## config.mk

```make
export PLATFORM = sky130hd
export DESIGN_NAME = operand_fetch
export DESIGN_NICKNAME = d
export VERILOG_FILES = /design/src/rtl/operand_fetch_pkg.sv /design/src/rtl/operand_fetch_slot.sv /design/src/rtl/operand_fetch.sv
export SDC_FILE = /design/constraint.sdc
export NUM_CORES = 1
export LEC_CHECK = 0
export ABC_AREA = 1
export CORE_AREA = 2 2 321 323
export DETAILED_ROUTE_END_ITERATION = 16
export DIE_AREA = 0 0 323 325
export PLACE_DENSITY = 0.38
export SLEW_MARGIN = 20
export SYNTH_ARGS = -nofsm -noshare
export SYNTH_HDL_FRONTEND = slang
export SYNTH_SLANG_ARGS = --single-unit
```

## constraint.sdc

```tcl
create_clock -name clk -period 2.75 [get_ports clk]
set_clock_uncertainty 0.15 [all_clocks]
set_input_delay 0.55 -clock clk [delete_from_list [all_inputs] [get_ports clk]]
set_output_delay 0.55 -clock clk [all_outputs]
set_load 0.005 [all_outputs]
```

## src/rtl/operand_fetch_pkg.sv

```systemverilog
// Shared definitions for the operand fetch sequencer: default widths,
// FSM encodings and the well-known constant ROM addresses.
package operand_fetch_pkg;

    localparam int WIDTH_DEF = 198;
    localparam int AW_DEF    = 6;

    // Top-level sequencer states
    localparam logic [2:0] ST_IDLE  = 3'd0;
    localparam logic [2:0] ST_A_ROM = 3'd1;
    localparam logic [2:0] ST_A_CHK = 3'd2;
    localparam logic [2:0] ST_A_RAM = 3'd3;
    localparam logic [2:0] ST_B_ROM = 3'd4;
    localparam logic [2:0] ST_B_CHK = 3'd5;
    localparam logic [2:0] ST_B_RAM = 3'd6;
    localparam logic [2:0] ST_DONE  = 3'd7;

    // Single-slot resolver states
    localparam logic [1:0] SL_IDLE = 2'd0;
    localparam logic [1:0] SL_ROM  = 2'd1;
    localparam logic [1:0] SL_CHK  = 2'd2;
    localparam logic [1:0] SL_RAM  = 2'd3;

    // Constant ROM addresses that hold effective words
    localparam logic [5:0] ADDR_ZERO  = 6'd1;
    localparam logic [5:0] ADDR_ONE   = 6'd2;
    localparam logic [5:0] ADDR_PLUS  = 6'd4;
    localparam logic [5:0] ADDR_MINUS = 6'd8;
    localparam logic [5:0] ADDR_CUBIC = 6'd16;

    // True while the sequencer is resolving operand A
    function automatic logic is_a_phase(input logic [2:0] st);
        return (st == ST_A_ROM) || (st == ST_A_CHK) || (st == ST_A_RAM);
    endfunction

    // True while the sequencer is resolving operand B
    function automatic logic is_b_phase(input logic [2:0] st);
        return (st == ST_B_ROM) || (st == ST_B_CHK) || (st == ST_B_RAM);
    endfunction

endpackage

```

## src/rtl/operand_fetch_slot.sv

```systemverilog
// Resolves one address: tries the constant ROM, falls back to the data RAM
// when the ROM word is not effective. A new request may be accepted in the
// same cycle the previous one is acknowledged, so back-to-back operands
// flow without a bubble.
module fetch_slot
    import operand_fetch_pkg::*;
#(
    parameter int WIDTH = WIDTH_DEF,
    parameter int AW    = AW_DEF
) (
    input  logic             clk,
    input  logic             reset,
    input  logic             req,
    input  logic [AW-1:0]    addr,
    output logic             ack,
    output logic [WIDTH-1:0] data,
    output logic [AW-1:0]    const_addr,
    input  logic [WIDTH-1:0] const_out,
    input  logic             const_eff,
    output logic             ram_rd,
    output logic [AW-1:0]    ram_addr,
    input  logic [WIDTH-1:0] ram_dout
);

    logic [1:0]    st;
    logic [1:0]    st_nxt;
    logic [AW-1:0] addr_q;

    // Next-state logic for the ROM-then-RAM resolution
    always_comb begin
        st_nxt = st;
        case (st)
            SL_IDLE: begin
                if (req) st_nxt = SL_ROM;
                else     st_nxt = SL_IDLE;
            end
            SL_ROM:  st_nxt = SL_CHK;
            SL_CHK: begin
                if (!const_eff) st_nxt = SL_RAM;
                else if (req)   st_nxt = SL_ROM;
                else            st_nxt = SL_IDLE;
            end
            SL_RAM: begin
                if (req) st_nxt = SL_ROM;
                else     st_nxt = SL_IDLE;
            end
            default: st_nxt = SL_IDLE;
        endcase
    end

    // State and latched address; the address is captured only on acceptance
    always_ff @(posedge clk) begin
        if (reset) begin
            st     <= SL_IDLE;
            addr_q <= {AW{1'b0}};
        end else begin
            st <= st_nxt;
            if (req && (st_nxt == SL_ROM)) addr_q <= addr;
            else                           addr_q <= addr_q;
        end
    end

    // Memory-side strobes and result path; idle values are all zero
    always_comb begin
        const_addr = {AW{1'b0}};
        ram_rd     = 1'b0;
        ram_addr   = {AW{1'b0}};
        ack        = 1'b0;
        data       = {WIDTH{1'b0}};
        case (st)
            SL_ROM: const_addr = addr_q;
            SL_CHK: begin
                const_addr = addr_q;
                if (const_eff) begin
                    ack  = 1'b1;
                    data = const_out;
                end else begin
                    ram_rd   = 1'b1;
                    ram_addr = addr_q;
                end
            end
            SL_RAM: begin
                ack  = 1'b1;
                data = ram_dout;
            end
            default: begin
                const_addr = {AW{1'b0}};
            end
        endcase
    end

endmodule

```

## src/rtl/operand_fetch.sv

```systemverilog
// Operand fetch sequencer: on start, resolves operand A then operand B
// through one shared fetch slot and pulses done once both are loaded.
module operand_fetch
    import operand_fetch_pkg::*;
#(
    parameter int WIDTH = WIDTH_DEF,
    parameter int AW    = AW_DEF
) (
    input  logic             clk,
    input  logic             reset,
    input  logic             start,
    input  logic [AW-1:0]    addr_a,
    input  logic [AW-1:0]    addr_b,
    output logic [AW-1:0]    const_addr,
    input  logic [WIDTH-1:0] const_out,
    input  logic             const_eff,
    output logic             ram_rd,
    output logic [AW-1:0]    ram_addr,
    input  logic [WIDTH-1:0] ram_dout,
    output logic [WIDTH-1:0] op_a,
    output logic [WIDTH-1:0] op_b,
    output logic             busy,
    output logic             done
);

    logic [2:0]       state;
    logic [2:0]       state_nxt;
    logic [AW-1:0]    addr_b_q;
    logic             slot_req;
    logic [AW-1:0]    slot_addr;
    logic             slot_ack;
    logic [WIDTH-1:0] slot_data;

    // Request A on start acceptance, and B in the same cycle A completes
    always_comb begin
        slot_req  = 1'b0;
        slot_addr = addr_b_q;
        if (state == ST_IDLE) begin
            slot_req  = start;
            slot_addr = addr_a;
        end else begin
            slot_req  = slot_ack && is_a_phase(state);
            slot_addr = addr_b_q;
        end
    end

    fetch_slot #(
        .WIDTH (WIDTH),
        .AW    (AW)
    ) u_slot (
        .clk        (clk),
        .reset      (reset),
        .req        (slot_req),
        .addr       (slot_addr),
        .ack        (slot_ack),
        .data       (slot_data),
        .const_addr (const_addr),
        .const_out  (const_out),
        .const_eff  (const_eff),
        .ram_rd     (ram_rd),
        .ram_addr   (ram_addr),
        .ram_dout   (ram_dout)
    );

    // Sequencer next-state: A then B, each CHK exits early on a ROM hit
    always_comb begin
        state_nxt = state;
        case (state)
            ST_IDLE: begin
                if (start) state_nxt = ST_A_ROM;
                else       state_nxt = ST_IDLE;
            end
            ST_A_ROM: state_nxt = ST_A_CHK;
            ST_A_CHK: begin
                if (slot_ack) state_nxt = ST_B_ROM;
                else          state_nxt = ST_A_RAM;
            end
            ST_A_RAM: state_nxt = ST_B_ROM;
            ST_B_ROM: state_nxt = ST_B_CHK;
            ST_B_CHK: begin
                if (slot_ack) state_nxt = ST_DONE;
                else          state_nxt = ST_B_RAM;
            end
            ST_B_RAM: state_nxt = ST_DONE;
            ST_DONE:  state_nxt = ST_IDLE;
            default:  state_nxt = ST_IDLE;
        endcase
    end

    // State, latched B address and operand registers
    always_ff @(posedge clk) begin
        if (reset) begin
            state    <= ST_IDLE;
            addr_b_q <= {AW{1'b0}};
            op_a     <= {WIDTH{1'b0}};
            op_b     <= {WIDTH{1'b0}};
        end else begin
            state <= state_nxt;
            if ((state == ST_IDLE) && start) addr_b_q <= addr_b;
            else                             addr_b_q <= addr_b_q;
            if (slot_ack && is_a_phase(state)) op_a <= slot_data;
            else                               op_a <= op_a;
            if (slot_ack && is_b_phase(state)) op_b <= slot_data;
            else                               op_b <= op_b;
        end
    end

    // Status flags decoded straight from the state register
    always_comb begin
        busy = (state != ST_IDLE) && (state != ST_DONE);
        done = (state == ST_DONE);
    end

endmodule
```

==> flow_metrics.py <==
metrics = {
    "die": {
        "die_w_um": 323,
        "die_h_um": 325,
        "dieArea_mm2": 0.105,
        "pin_count": 823,
        "start_util_pct": 17.0,
        "num_rows": 117,
        "core_mm2": 0.101,
    },
    "place": {
        "placed_cell_area_mm2": 0.0270,
        "hpwl_mm": 64.5,
        "gp_routability_congestion": 0.770,
        "portBuffers": 822,
    },
    "worst_setup_path": {
        "cp.arrival_ps": 1940,
        "crit_path_end_kind": "output pin",
        "rr_startpoint": "u_slot.st[0]",
        "critPathMaxFanout": 10,
        "crit_type": "flip-flop to output pin",
        "crit_required_ps": 2050,
        "startpoint_type": "flip-flop",
        "crit_start": "state[0]",
    },
    "sta": {
        "finalSetupTns_ps": 0,
        "slew_violations": 0,
        "max_freq_ghz": 0.379,
        "rsz0062_at_grt": "no",
        "period_share_pct": 96.0,
        "finalSetupViolCount": 0,
        "slew_headroom_pct": 55.1,
        "period_minus_slack_ps": 2640,
        "final_hold_viol_count": 0,
        "worst_pin_slew_ps": 674,
    },
    "drt": {
        "via_per_inst": 4.03,
        "wl_per_cell_um": 19.2,
        "drt_wl_total_mm": 89.6,
        "final_antenna_net_count": 0,
        "drc_errors": 0,
        "dr.pass1.iters": 6,
        "num_vias": 18800,
        "first_iter_violations": 845,
    },
    "cts": {
        "root_buffer": "clkbuf_16",
        "ctsHoldBuffers": 0,
        "cts_tree": "built",
        "htreeDepth": 2,
        "clockBufferDepth": 3,
        "clock_latency_ps": 590,
        "clk_pin_slew_ps": 60,
        "cts_sinks": 413,
        "cts_buffers": 53,
    },
    "global_routing": {
        "first_global_vias": 18800,
        "grt_util_met3_pct": 7.53,
        "top_usage_layer": "met2",
        "grt_overflow": 0,
        "grt_use_met1_pct": 18.3,
        "grt_use_total_pct": 16.2,
        "grt_max_degree": 123,
        "antenna_found_initial": 26,
        "grt_pass1_wl_mm": 128,
        "globalRouteMet2Util_pct": 28.0,
    },
    "power": {
        "leakage_nw": 12.0,
        "pwr-share-clk_pct": 38.4,
        "seqPwrFrac_pct": 37.2,
        "peakVddDrop_v": 0.000435,
        "netSwitchingPower_mw": 5.47,
        "p_total_mw": 17.9,
        "p_int_mw": 12.5,
        "p_comb_share_pct": 24.5,
        "swShare_pct": 30.5,
        "power_density_mw_per_mm2": 625,
    },
    "yosys": {
        "avgSynthCellArea_um2": 6.84,
        "synth_nets": 2935,
        "yosys_warnings": 0,
        "ys.flop_type": "dfxtp_1",
        "synth_edf_count": 0,
        "mappedNetlistArea_mm2": 0.0172,
        "synth-seq-cells": 413,
        "synthCells": 2520,
        "ys_seq_area_share_pct": 48.0,
        "async_flop_share_pct": 0,
        "synth_cell_type_count": 26,
    },
    "worst_hold_path": {
        "hp-start": "addr_b_q[4]",
        "hp-class": "flip-flop to flip-flop",
    },
    "final_layout": {
        "final_cell_mix": "nor2_1 (823), clkdlybuf4s50_1 (814), nand2_1 (428)",
        "design_area_mm2": 0.0287,
        "area_growth_syn_to_layout_pct": 66.5,
        "drive_gt1_share_pct": 4.44,
        "num-nets-final": 3667,
        "final_common_cell": "nor2_1",
    },
    "run_status": {
        "status": "completed",
    },
    "run": {
        "maxCapViolCount": 0,
    },
}
through the flow:
stage	util, %	hold WS, ps	cells	setup WS [ps]
4_1_cts	28.3	270	4655	2.34
2_1_floorplan	-	274	2520	852
6_report	28.3	295	4659	110
5_1_grt	28.3	321	4658	11.5
3_5_place_dp	26.6	289	4563	369
3_3_place_gp	26.6	291	4563	394
cell usage after synthesis, types with 3 or more instances:
cell / n / area, um2
buf_6: 4 / 45.0
o21ai_0: 302 / 1510
dfxtp_1: 413 / 8270
ha_1: 3 / 37.5
buf_4: 14 / 105
nand3_1: 207 / 1040
buf_1: 12 / 45.0
inv_1: 22 / 82.6
a21oi_1: 7 / 35.0
o21ai_1: 102 / 510
clkbuf_1: 85 / 319
buf_2: 81 / 405
nor2_1: 824 / 3090
nand2_1: 429 / 1610
power by group through the flow:
stage          Clock (mW)  Sequential [mW]  Combinational [mW]
2_1_floorplan           0             6.91                1.70
3_3_place_gp            0             6.79                4.51
3_5_place_dp            0             6.80                4.48
4_1_cts              7.16             6.68                4.51
5_1_grt              7.37             6.73                4.86
6_report             6.88             6.67                4.38
worst max-delay path, cell delays in order (launching register included):
cell	delay (ps)
dfxtp_1	410
nor2_4	90
nor2_2	160
inv_1	60
nand2_1	60
clkdlybuf4s50_1	570
worst paths after layout:
| kind | to | slack [ps] | cells after the start |
|---|---|---|---|
| worst max register to register | op_b[197] | 580 | 11 |
| worst min register to register | addr_b_q[4] | 300 | 2 |
| worst min-delay path | addr_b_q[4] | 300 | 2 |
| worst max-delay path | busy | 110 | 5 |
cell type report:
cell class,instances,area (um2)
multi-input cells,1882,7940
well taps,1368,1710
flip-flops and latches,413,8270
inverters,26,120
clock buffers,79,1490
clock inverters,12,166
diodes,3,7.51
repair buffers,876,8970
fillers,11300,72600
sequential cells by signal (all words and copies together), names as in the netlist:
name	flops
op_b	198
addr_b_q	6
op_a	198
u_slot.addr_q	6
u_slot.st	2
state	3
cells by family (layout without fill, tap and decap cells):
logic type / Yosys count / in the layout / synth area share [%]
adder cells (fa/ha/maj): 3 / 3 / 0.218
other: 0 / 3 / 0
buffers and inverters: 225 / 993 / 6.13
AO/OA/AOI/OAI: 414 / 414 / 12.1
flip-flops: 413 / 413 / 48.0
AND/OR/NAND/NOR: 1465 / 1465 / 33.6
per-layer routing:
metal	vias to the layer above	part of all wire, %	routed length [um]
li1	9538	-	-
met1	8486	40	36000
met2	582	47	42200
met3	117	11	9690
met4	38	1.6	1460
met5	-	0.27	242
what timing repair did:
action                     4_1_cts  5_1_grt
buffers inserted                 1        1
setup endpoints to repair       13        2
pin swaps                        0        1
cloned                           0        0
gates resized for setup         12        2
(Power assumes the default switching activity.)
